File: src/rtl/sync_link_responder_if.sv
// Camera sync link signal bundle.
//   control_bus_in : sensed master-to-slave open-drain line (0 = request)
//   end_adc        : slave camera end-of-ADC (falling edge = conversion done)
//   feedback_oe    : 1 = pull the feedback line low (acknowledge)
//   rst_cam        : camera reset pulse
//   sample_cam     : camera sampling window
//   busy           : responder is mid-sequence
//   timeout_err    : sticky, last request timed out
//   resp_latency   : WAIT_ADC duration of the last completed request
// The master modport is the side that drives the link inputs and observes the
// responder; the slave modport is the responder itself.
interface sync_link_responder_if #(
  parameter int CNT_W = 8
);
  logic             control_bus_in;
  logic             end_adc;
  logic             feedback_oe;
  logic             rst_cam;
  logic             sample_cam;
  logic             busy;
  logic             timeout_err;
  logic [CNT_W-1:0] resp_latency;

  modport master (
    output control_bus_in, end_adc,
    input  feedback_oe, rst_cam, sample_cam, busy, timeout_err, resp_latency
  );

  modport slave (
    input  control_bus_in, end_adc,
    output feedback_oe, rst_cam, sample_cam, busy, timeout_err, resp_latency
  );
endinterface

File: src/rtl/sync_link_responder.sv
// Slave-end responder for the open-drain camera sync link.
// A falling edge on the control line starts a sequence: camera reset pulse,
// sampling window closed by the camera's end-of-ADC falling edge (or a
// timeout), a fixed-width acknowledge pulse on the feedback line, then a wait
// for the master to release the control line.
// Ports:
//   pix_clk   : single clock
//   rst_FSM_n : asynchronous active-low reset
//   link      : sync_link_responder_if.slave (see interface for signal list)
//
// state     | meaning
// ----------+------------------------------------------------------------
// IDLE      | waiting for a control-line falling edge
// RESET_CAM | rst_cam asserted for RST_CYCLES cycles
// WAIT_ADC  | sample_cam asserted, latency counter running
// ACK       | feedback line pulled low for ACK_CYCLES cycles
// RELEASE   | waiting for the master to release the control line
module sync_link_responder #(
  parameter int SYNC_STAGES = 2,
  parameter int RST_CYCLES  = 4,
  parameter int ACK_CYCLES  = 3,
  parameter int TIMEOUT     = 200,
  parameter int CNT_W       = 8
) (
  input logic                  pix_clk,
  input logic                  rst_FSM_n,
  sync_link_responder_if.slave link
);

  typedef enum logic [2:0] {
    IDLE,
    RESET_CAM,
    WAIT_ADC,
    ACK,
    RELEASE
  } state_t;

  localparam logic [CNT_W-1:0] CNT_MAX     = '1;
  localparam logic [CNT_W-1:0] RST_LAST    = CNT_W'(RST_CYCLES - 1);
  localparam logic [CNT_W-1:0] ACK_LAST    = CNT_W'(ACK_CYCLES - 1);
  localparam logic [CNT_W-1:0] TIMEOUT_CNT = CNT_W'(TIMEOUT);

  logic [SYNC_STAGES-1:0] ctrl_sync;
  logic [SYNC_STAGES-1:0] adc_sync;
  logic                   ctrl_prev;
  logic                   adc_prev;
  logic                   ctrl_lvl;
  logic                   adc_lvl;
  logic                   ctrl_fall;
  logic                   adc_fall;

  state_t           state;
  state_t           state_nxt;
  logic [CNT_W-1:0] cnt;
  logic [CNT_W-1:0] cnt_nxt;
  logic [CNT_W-1:0] lat_q;
  logic [CNT_W-1:0] lat_nxt;
  logic             terr_q;
  logic             terr_nxt;
  logic             fb_q;
  logic             rst_cam_q;
  logic             sample_q;
  logic             busy_q;

  // Both lines idle high, so the synchronizers reset to 1 to avoid a false
  // edge right after reset.
  always_ff @(posedge pix_clk or negedge rst_FSM_n) begin
    if (!rst_FSM_n) begin
      ctrl_sync <= '1;
      adc_sync  <= '1;
      ctrl_prev <= 1'b1;
      adc_prev  <= 1'b1;
    end else begin
      ctrl_sync <= {ctrl_sync[SYNC_STAGES-2:0], link.control_bus_in};
      adc_sync  <= {adc_sync[SYNC_STAGES-2:0], link.end_adc};
      ctrl_prev <= ctrl_sync[SYNC_STAGES-1];
      adc_prev  <= adc_sync[SYNC_STAGES-1];
    end
  end

  assign ctrl_lvl  = ctrl_sync[SYNC_STAGES-1];
  assign adc_lvl   = adc_sync[SYNC_STAGES-1];
  assign ctrl_fall = ctrl_prev & ~ctrl_lvl;
  assign adc_fall  = adc_prev & ~adc_lvl;

  always_comb begin
    state_nxt = state;
    cnt_nxt   = cnt;
    lat_nxt   = lat_q;
    terr_nxt  = terr_q;
    case (state)
      IDLE: begin
        if (ctrl_fall) begin
          state_nxt = RESET_CAM;
          cnt_nxt   = '0;
          terr_nxt  = 1'b0;
        end
      end
      RESET_CAM: begin
        if (cnt == RST_LAST) begin
          state_nxt = WAIT_ADC;
          cnt_nxt   = '0;
        end else begin
          cnt_nxt = cnt + 1'b1;
        end
      end
      WAIT_ADC: begin
        // ADC completion takes priority over a coincident timeout.
        if (adc_fall) begin
          state_nxt = ACK;
          lat_nxt   = cnt;
          cnt_nxt   = '0;
        end else if (cnt == TIMEOUT_CNT) begin
          state_nxt = RELEASE;
          terr_nxt  = 1'b1;
          lat_nxt   = '1;
          cnt_nxt   = '0;
        end else if (cnt != CNT_MAX) begin
          cnt_nxt = cnt + 1'b1;
        end
      end
      ACK: begin
        if (cnt == ACK_LAST) begin
          state_nxt = RELEASE;
          cnt_nxt   = '0;
        end else begin
          cnt_nxt = cnt + 1'b1;
        end
      end
      RELEASE: begin
        // Only a released line re-arms the detector; a held-low line cannot
        // retrigger.
        if (ctrl_lvl) begin
          state_nxt = IDLE;
        end
      end
      default: begin
        state_nxt = IDLE;
        cnt_nxt   = '0;
      end
    endcase
  end

  always_ff @(posedge pix_clk or negedge rst_FSM_n) begin
    if (!rst_FSM_n) begin
      state     <= IDLE;
      cnt       <= '0;
      lat_q     <= '0;
      terr_q    <= 1'b0;
      fb_q      <= 1'b0;
      rst_cam_q <= 1'b0;
      sample_q  <= 1'b0;
      busy_q    <= 1'b0;
    end else begin
      state     <= state_nxt;
      cnt       <= cnt_nxt;
      lat_q     <= lat_nxt;
      terr_q    <= terr_nxt;
      fb_q      <= (state_nxt == ACK);
      rst_cam_q <= (state_nxt == RESET_CAM);
      sample_q  <= (state_nxt == WAIT_ADC);
      busy_q    <= (state_nxt != IDLE);
    end
  end

  assign link.feedback_oe  = fb_q;
  assign link.rst_cam      = rst_cam_q;
  assign link.sample_cam   = sample_q;
  assign link.busy         = busy_q;
  assign link.timeout_err  = terr_q;
  assign link.resp_latency = lat_q;

endmodule
File: src/flat_wrapper.sv
// flat-port wrapper written by rule: the top's interface ports become plain ports
module sync_link_responder_flat 
#(
  parameter int SYNC_STAGES = 2,
  parameter int RST_CYCLES  = 4,
  parameter int ACK_CYCLES  = 3,
  parameter int TIMEOUT     = 200,
  parameter int CNT_W       = 8
)
  (pix_clk, rst_FSM_n, link_control_bus_in, link_end_adc, link_feedback_oe, link_rst_cam, link_sample_cam, link_busy, link_timeout_err, link_resp_latency);
  sync_link_responder_if #(.CNT_W(CNT_W)) link_i ();
  input logic pix_clk;
  input logic rst_FSM_n;
  input wire logic [$bits(link_i.control_bus_in)-1:0] link_control_bus_in;
  input wire logic [$bits(link_i.end_adc)-1:0] link_end_adc;
  output wire logic [$bits(link_i.feedback_oe)-1:0] link_feedback_oe;
  output wire logic [$bits(link_i.rst_cam)-1:0] link_rst_cam;
  output wire logic [$bits(link_i.sample_cam)-1:0] link_sample_cam;
  output wire logic [$bits(link_i.busy)-1:0] link_busy;
  output wire logic [$bits(link_i.timeout_err)-1:0] link_timeout_err;
  output wire logic [$bits(link_i.resp_latency)-1:0] link_resp_latency;
  assign link_i.control_bus_in = link_control_bus_in;
  assign link_i.end_adc = link_end_adc;
  assign link_feedback_oe = link_i.feedback_oe;
  assign link_rst_cam = link_i.rst_cam;
  assign link_sample_cam = link_i.sample_cam;
  assign link_busy = link_i.busy;
  assign link_timeout_err = link_i.timeout_err;
  assign link_resp_latency = link_i.resp_latency;
  sync_link_responder #(.SYNC_STAGES(SYNC_STAGES), .RST_CYCLES(RST_CYCLES), .ACK_CYCLES(ACK_CYCLES), .TIMEOUT(TIMEOUT), .CNT_W(CNT_W)) u_core (.pix_clk(pix_clk), .rst_FSM_n(rst_FSM_n), .link(link_i));
endmodule
File: config.mk
export PLATFORM = sky130hd
export DESIGN_NAME = sync_link_responder_flat
export DESIGN_NICKNAME = d
export VERILOG_FILES = /design/src/rtl/sync_link_responder_if.sv /design/src/rtl/sync_link_responder.sv /design/src/flat_wrapper.sv
export SDC_FILE = /design/constraint.sdc
export NUM_CORES = 1
export LEC_CHECK = 0
export ABC_AREA = 1
export BUFFER_PORTS_ARGS = -buffer_cell sky130_fd_sc_hd__buf_4
export CAP_MARGIN = 10
export CORE_UTILIZATION = 54
export CTS_BUF_LIST = sky130_fd_sc_hd__clkbuf_4
export DETAILED_ROUTE_END_ITERATION = 8
export GPL_ROUTABILITY_DRIVEN = 0
export PLACE_DENSITY = 0.81
export SYNTH_ARGS = -nofsm -noshare
export SYNTH_HDL_FRONTEND = slang
export SYNTH_SLANG_ARGS = --single-unit
File: constraint.sdc
create_clock -name pix_clk -period 1.35 [get_ports pix_clk]
set_input_delay 0.0675 -clock pix_clk [delete_from_list [all_inputs] [get_ports pix_clk]]
set_output_delay 0.0675 -clock pix_clk [all_outputs]
set_load 0.03 [all_outputs]
Word level (Yosys, flattened, before mapping) --
Index checks and enable logic that the tools add are counted. Widths: inputs -> output; s select.
Storage, ports and cells: output and inout port bits 13, flip-flop bits (word level) 30, latch bits 0, memories 0, ROM bits 0, input port bits 4, memory bits (writable) 0, word-level logic and storage cells 60
Cells by class: divide/modulo/power cells 0, bitwise operators 5, eq/ne operators 15, shift-type cells 0, magnitude comparators 0, reduce and logical (&&, ||, !) cells 7, multipliers 0, multiplexer cells 20, add/sub/neg operators 1
Operator list (number):
- $mux 8 | 8
- $pmux 8 s5 | 1
- $mux 3 | 6
- $eq 8x2->1 const B | 2
- $pmux 3 s5 | 1
- $eq 3x2->1 const B | 4
- $add 8x1->8 const B | 1
- $eq 8x8->1 const B | 1
- $ne 8x8->1 const B | 1
- $eq 3x1->1 const B | 2
- $ne 2x1->1 const B | 2
- $ne 4x1->1 const B | 1
- $reduce_and 4->1 | 1
- $reduce_bool 2->1 | 2
- $eq 3x3->1 const B | 1
- $logic_not 3->1 | 1
- $mux 1 | 3
- $not 1->1 | 3
- $reduce_and 3->1 | 1
- $reduce_bool 3->1 | 1
- $and 1x1->1 | 2
- $ne 2x2->1 const B | 1
- $pmux 1 s2 | 1
- $reduce_and 2->1 | 1

Depth between registers and ports, before layout --
word-level depth 5, depth in mapped cells 10, gate-level depth less buffers 10

Worst setup path before layout --
Ideal clock, no wire load.
path kind reg-to-reg, start point register u_core.cnt[0], end point register u_core.busy_q, in the netlist u_core.link.busy, stages on the path, launching flop included 10, clock period less this slack 1.392 ns, setup time 0.124 ns, arrival time 1.268 ns, setup slack -0.042 ns, data required time 1.226 ns, path buffers 0, cell sequence dfrtp_1 > inv_1 > ha_1 > inv_1 > nor2_4 > nand2_4 > nand2_2 > nand4_2 > nor2_1 > nand2_1
On the way: word-level cells in the longest chain between the ends 5, elaborated cells on any way between the ends 9, those cells by class eq/ne: 3; mux: 5; reduce/logical: 1
Ends and longest elaborated chain:
- from (decl) | RTL line sync_link_responder.sv:54 | logic [CNT_W-1:0] cnt;
- from (signal assigned) | RTL line sync_link_responder.sv:156 | cnt <= cnt_nxt;
- $eq 8x8->1 | RTL line sync_link_responder.sv:113 | end else if (cnt == TIMEOUT_CNT) begin
- $mux 3 | RTL line sync_link_responder.sv:113
- $mux 3 | RTL line sync_link_responder.sv:109 | if (adc_fall) begin
- $pmux 3 s5 * | RTL line sync_link_responder.sv:91 | case (state)
- net u_core.state_nxt[1] | RTL line sync_link_responder.sv:53 | state_t state_nxt;
- $reduce_bool 3->1 * | RTL line sync_link_responder.sv:162 | busy_q <= (state_nxt != IDLE);
- to (signal assigned) | RTL line sync_link_responder.sv:162
- to (decl) | RTL line sync_link_responder.sv:63 | logic busy_q;
The timed path passes the listed nets; every way through them passes the cells marked *. A chain may end at the register's enable or synchronous reset.

Worst setup path after layout --
start point register u_core.state[1], end point register u_core.busy_q, in the netlist u_core.link.busy
On the way: word-level cells in the longest chain between the ends 4, elaborated cells on any way between the ends 13, those cells by class eq/ne: 4; mux: 7; reduce/logical: 2
Ends and longest elaborated chain:
- from (decl) | RTL line sync_link_responder.sv:52 | state_t state;
- from (signal assigned) | RTL line sync_link_responder.sv:155 | state <= state_nxt;
- $mux 3 | RTL line sync_link_responder.sv:113
- $mux 3 | RTL line sync_link_responder.sv:109
- $pmux 3 s5 * | RTL line sync_link_responder.sv:91
- $reduce_bool 3->1 * | RTL line sync_link_responder.sv:162
Every way passes the cells marked *; elsewhere a longest branch is shown, timed or not.

==> flow_metrics.py <==
metrics = {
    "synth": {
        "syn_area_per_cell_sq_um": 9.05,
        "yosys-top-cells-area": "dfrtp_1, dfstp_2, nand2_1",
        "async_reset_ff_share_pct": 100,
        "ys_types": 29,
        "syn-num-nets": 185,
        "synth_top_area_share_pct": 37.3,
        "synthCells": 178,
        "netlist_area_sq_mm": 0.00161,
        "yosysWarnings": 0,
        "synth-main-ff-cell": "dfrtp_1",
        "synth-seq-cells": 30,
        "synth_top_cells_by_count": "nand2_1, inv_1, dfrtp_1",
        "synth-edff-count": 0,
        "synth_top_area_cell": "dfrtp_1",
        "yosysSeqAreaShare_pct": 47.0,
        "synth_most_common_cell": "nand2_1",
    },
    "timing": {
        "fin_crit_sh_pct": 119,
        "rsz0062_at_grt": "true",
        "worst_pin_slew_ps": 369,
        "drv_slew": 0,
        "period_needed_ps": 1610,
        "fin_tns_setup_ps": -3090,
        "whs_ps": 160,
        "clock_skew_ps": 24.0,
        "setup_ws_ps": -255,
        "fmax_mhz": 623,
        "final-setup-viol-count": 22,
        "relSlewSlack_pct": 75.3,
        "finalHoldViolCount": 0,
    },
    "setup_path": {
        "cp_max_fo": 6,
        "cp-start-kind": "flop",
        "critPathCaptureType": "flop",
        "required_ps": 1640,
        "arrival_ps": 1900,
        "path_class": "reg -> reg",
    },
    "floorplan": {
        "core_region_area_sq_mm": 0.00278,
        "initial_core_util_pct": 57.9,
        "dieArea_sq_mm": 0.00321,
        "row_count": 19,
        "io_pins": 17,
        "die_h_um": 56.6,
        "die_w_um": 56.6,
    },
    "cells_and_area": {
        "fillerInstances": 140,
        "layout-drive-gt1-share_pct": 54.2,
        "fin_area_sq_mm": 0.00233,
        "ff_latch_area_sq_um": 763,
        "multi_input_area_sq_um": 912,
        "antennaDiodeCount": 0,
        "nets": 246,
        "stdcell_count": 271,
        "syn2layout_area_growth_pct": 44.9,
    },
    "routing": {
        "drt-total-wl_um": 4790,
        "drt_iter0_drc": 97,
        "firstDrtPassIters": 5,
        "vias": 1575,
        "viasPerCell": 5.81,
        "drc_errors": 0,
        "drtAntennaViolNets": 0,
        "wire_per_inst_um": 17.7,
    },
    "power_and_ir_drop": {
        "p_leak_nw": 1.21,
        "combPwrFrac_pct": 56.8,
        "switching_power_w": 0.00205,
        "power_density_mw_per_mm2": 1880,
        "p_clk_share_pct": 11.9,
        "max-vdd-ir-drop_uv": 1840,
        "swShare_pct": 46.5,
        "power_frac_seq_pct": 31.3,
        "p_int_w": 0.00235,
        "finalPower_w": 0.00440,
    },
    "global_routing": {
        "grtUsageTotal_pct": 25.9,
        "grt_pass1_vias": 1372,
        "antenna_found_initial": 0,
        "grt_pass1_wl_um": 6180,
        "grt_max_degree": 31,
        "grt-ovfl-total": 0,
    },
    "placement": {
        "dp_hpwl_um": 2570,
        "place_area_sq_mm": 0.00192,
        "dpl.cell_count": 244,
        "numPortBuffers": 16,
    },
    "clock_tree": {
        "cts.clk_slew.worst_paths_ps": 120,
        "clk_latency_ps": 350,
        "cts_buffer_depth": 2,
        "cts_tree": "done",
        "h-tree-depth": 2,
        "cts_root_buf": "clkbuf_4",
        "cts_inserted_buffers": 5,
        "cts.sinks": 30,
    },
    "worst_hold_path": {
        "hold_class": "in -> async",
    },
    "run_status": {
        "status": "finished, violations left",
        "violations": "setup timing",
    },
    "flow_run": {
        "max-cap-violations": 0,
    },
}
[stage by stage]
step	worst slack, ps	utilization, %
floorplan	2.26	-
global placement	-65.6	69.1
detailed placement	-128	69.1
CTS	-130	75.3
global route	-281	83.9
finish	-255	83.9
[cell families after synthesis]
family                   count (synthesis)  synth area share (%)
AND/OR/NAND/NOR                         90                  32.1
buffers and inverters                   35                  8.31
flip-flops                              30                  47.0
AO/OA/AOI/OAI                           18                  9.08
adder cells (fa/ha/maj)                  3                  2.33
XOR/XNOR                                 2                  1.09
[sequential cells by signal (all words and copies together), names as in the netlist]
register                  cells
u_core.cnt                    8
u_core.link.resp_latency      8
u_core.state                  3
u_core.adc_sync               2
u_core.ctrl_sync              2
u_core.adc_prev               1
u_core.ctrl_prev              1
u_core.link.busy              1
u_core.link.feedback_oe       1
u_core.link.rst_cam           1
u_core.link.sample_cam        1
u_core.link.timeout_err       1
[layout make-up]
type,count,share of cell area (%)
clock buffers,5,1.61
clock inverters,3,0.697
inverters,35,5.95
multi-input cells,114,39.1
flip-flops and latches,30,32.7
well taps,31,1.66
repair buffers,53,18.3
[layout by cell type (no fill, tap or decap), types with 5 or more instances in the layout]
cell type  count
buf_4         44
nand2_2       11
nor2_1         7
a22oi_2        8
dfrtp_1       20
dfstp_2        6
nand4_1        9
buf_6          6
inv_2          9
inv_1         23
nand2_1       29
nor2_4         5
nand3_1        8
clkbuf_4       5
nand2_4        8
[layer usage]
metal,routed length [um],up-vias,global-route usage (%)
met5,0,-,0
li1,-,702,-
met2,2250,115,40.8
met3,380,32,6.45
met1,1930,726,32.4
met4,236,0,14.3
[timing repair]
| item | in CTS | in global routing |
|---|---|---|
| pin swaps | 11 | 22 |
| gates resized for setup | 11 | 42 |
| buffers inserted | 5 | 10 |
| gates cloned | 1 | 0 |
| hold buffers | 3 | 0 |
| endpoints found under the setup margin | 20 | 23 |
| endpoints found under the hold margin | 32 | 0 |
[power by group through the flow]
stage | Sequential, W | Clock [W] | Combinational [W]
4_1_cts | 0.00133 | 0.000540 | 0.00200
5_1_grt | 0.00140 | 0.000568 | 0.00259
2_1_floorplan | 0.00166 | 0 | 0.000845
3_3_place_gp | 0.00132 | 0 | 0.00179
6_report | 0.00138 | 0.000522 | 0.00250
3_5_place_dp | 0.00134 | 0 | 0.00185
[worst max-delay path, cell delays in order (launching register included)]
cell     delay, ps
dfrtp_1        480
nand2_4        100
nor2_4         260
buf_4          170
nand4_1        150
nand3_1        130
o21ai_0        140
nand2_1        120
[final timing paths]
path	from	endpoint	slack, ps	depth (start not counted)
min in group pix_clk	u_core.ctrl_sync[0]	u_core.ctrl_sync[1]	360	0
worst min register to register	u_core.ctrl_sync[0]	u_core.ctrl_sync[1]	360	0
worst min-delay path	rst_FSM_n	u_core.link.resp_latency[4]	160	2
worst max-delay path	u_core.state[1]	u_core.link.busy	-260	7
worst max register to register	u_core.state[1]	u_core.link.busy	-260	7
max in group asynchronous	rst_FSM_n	u_core.ctrl_sync[0]	850	2
Power figures use the tool's default switching activity.
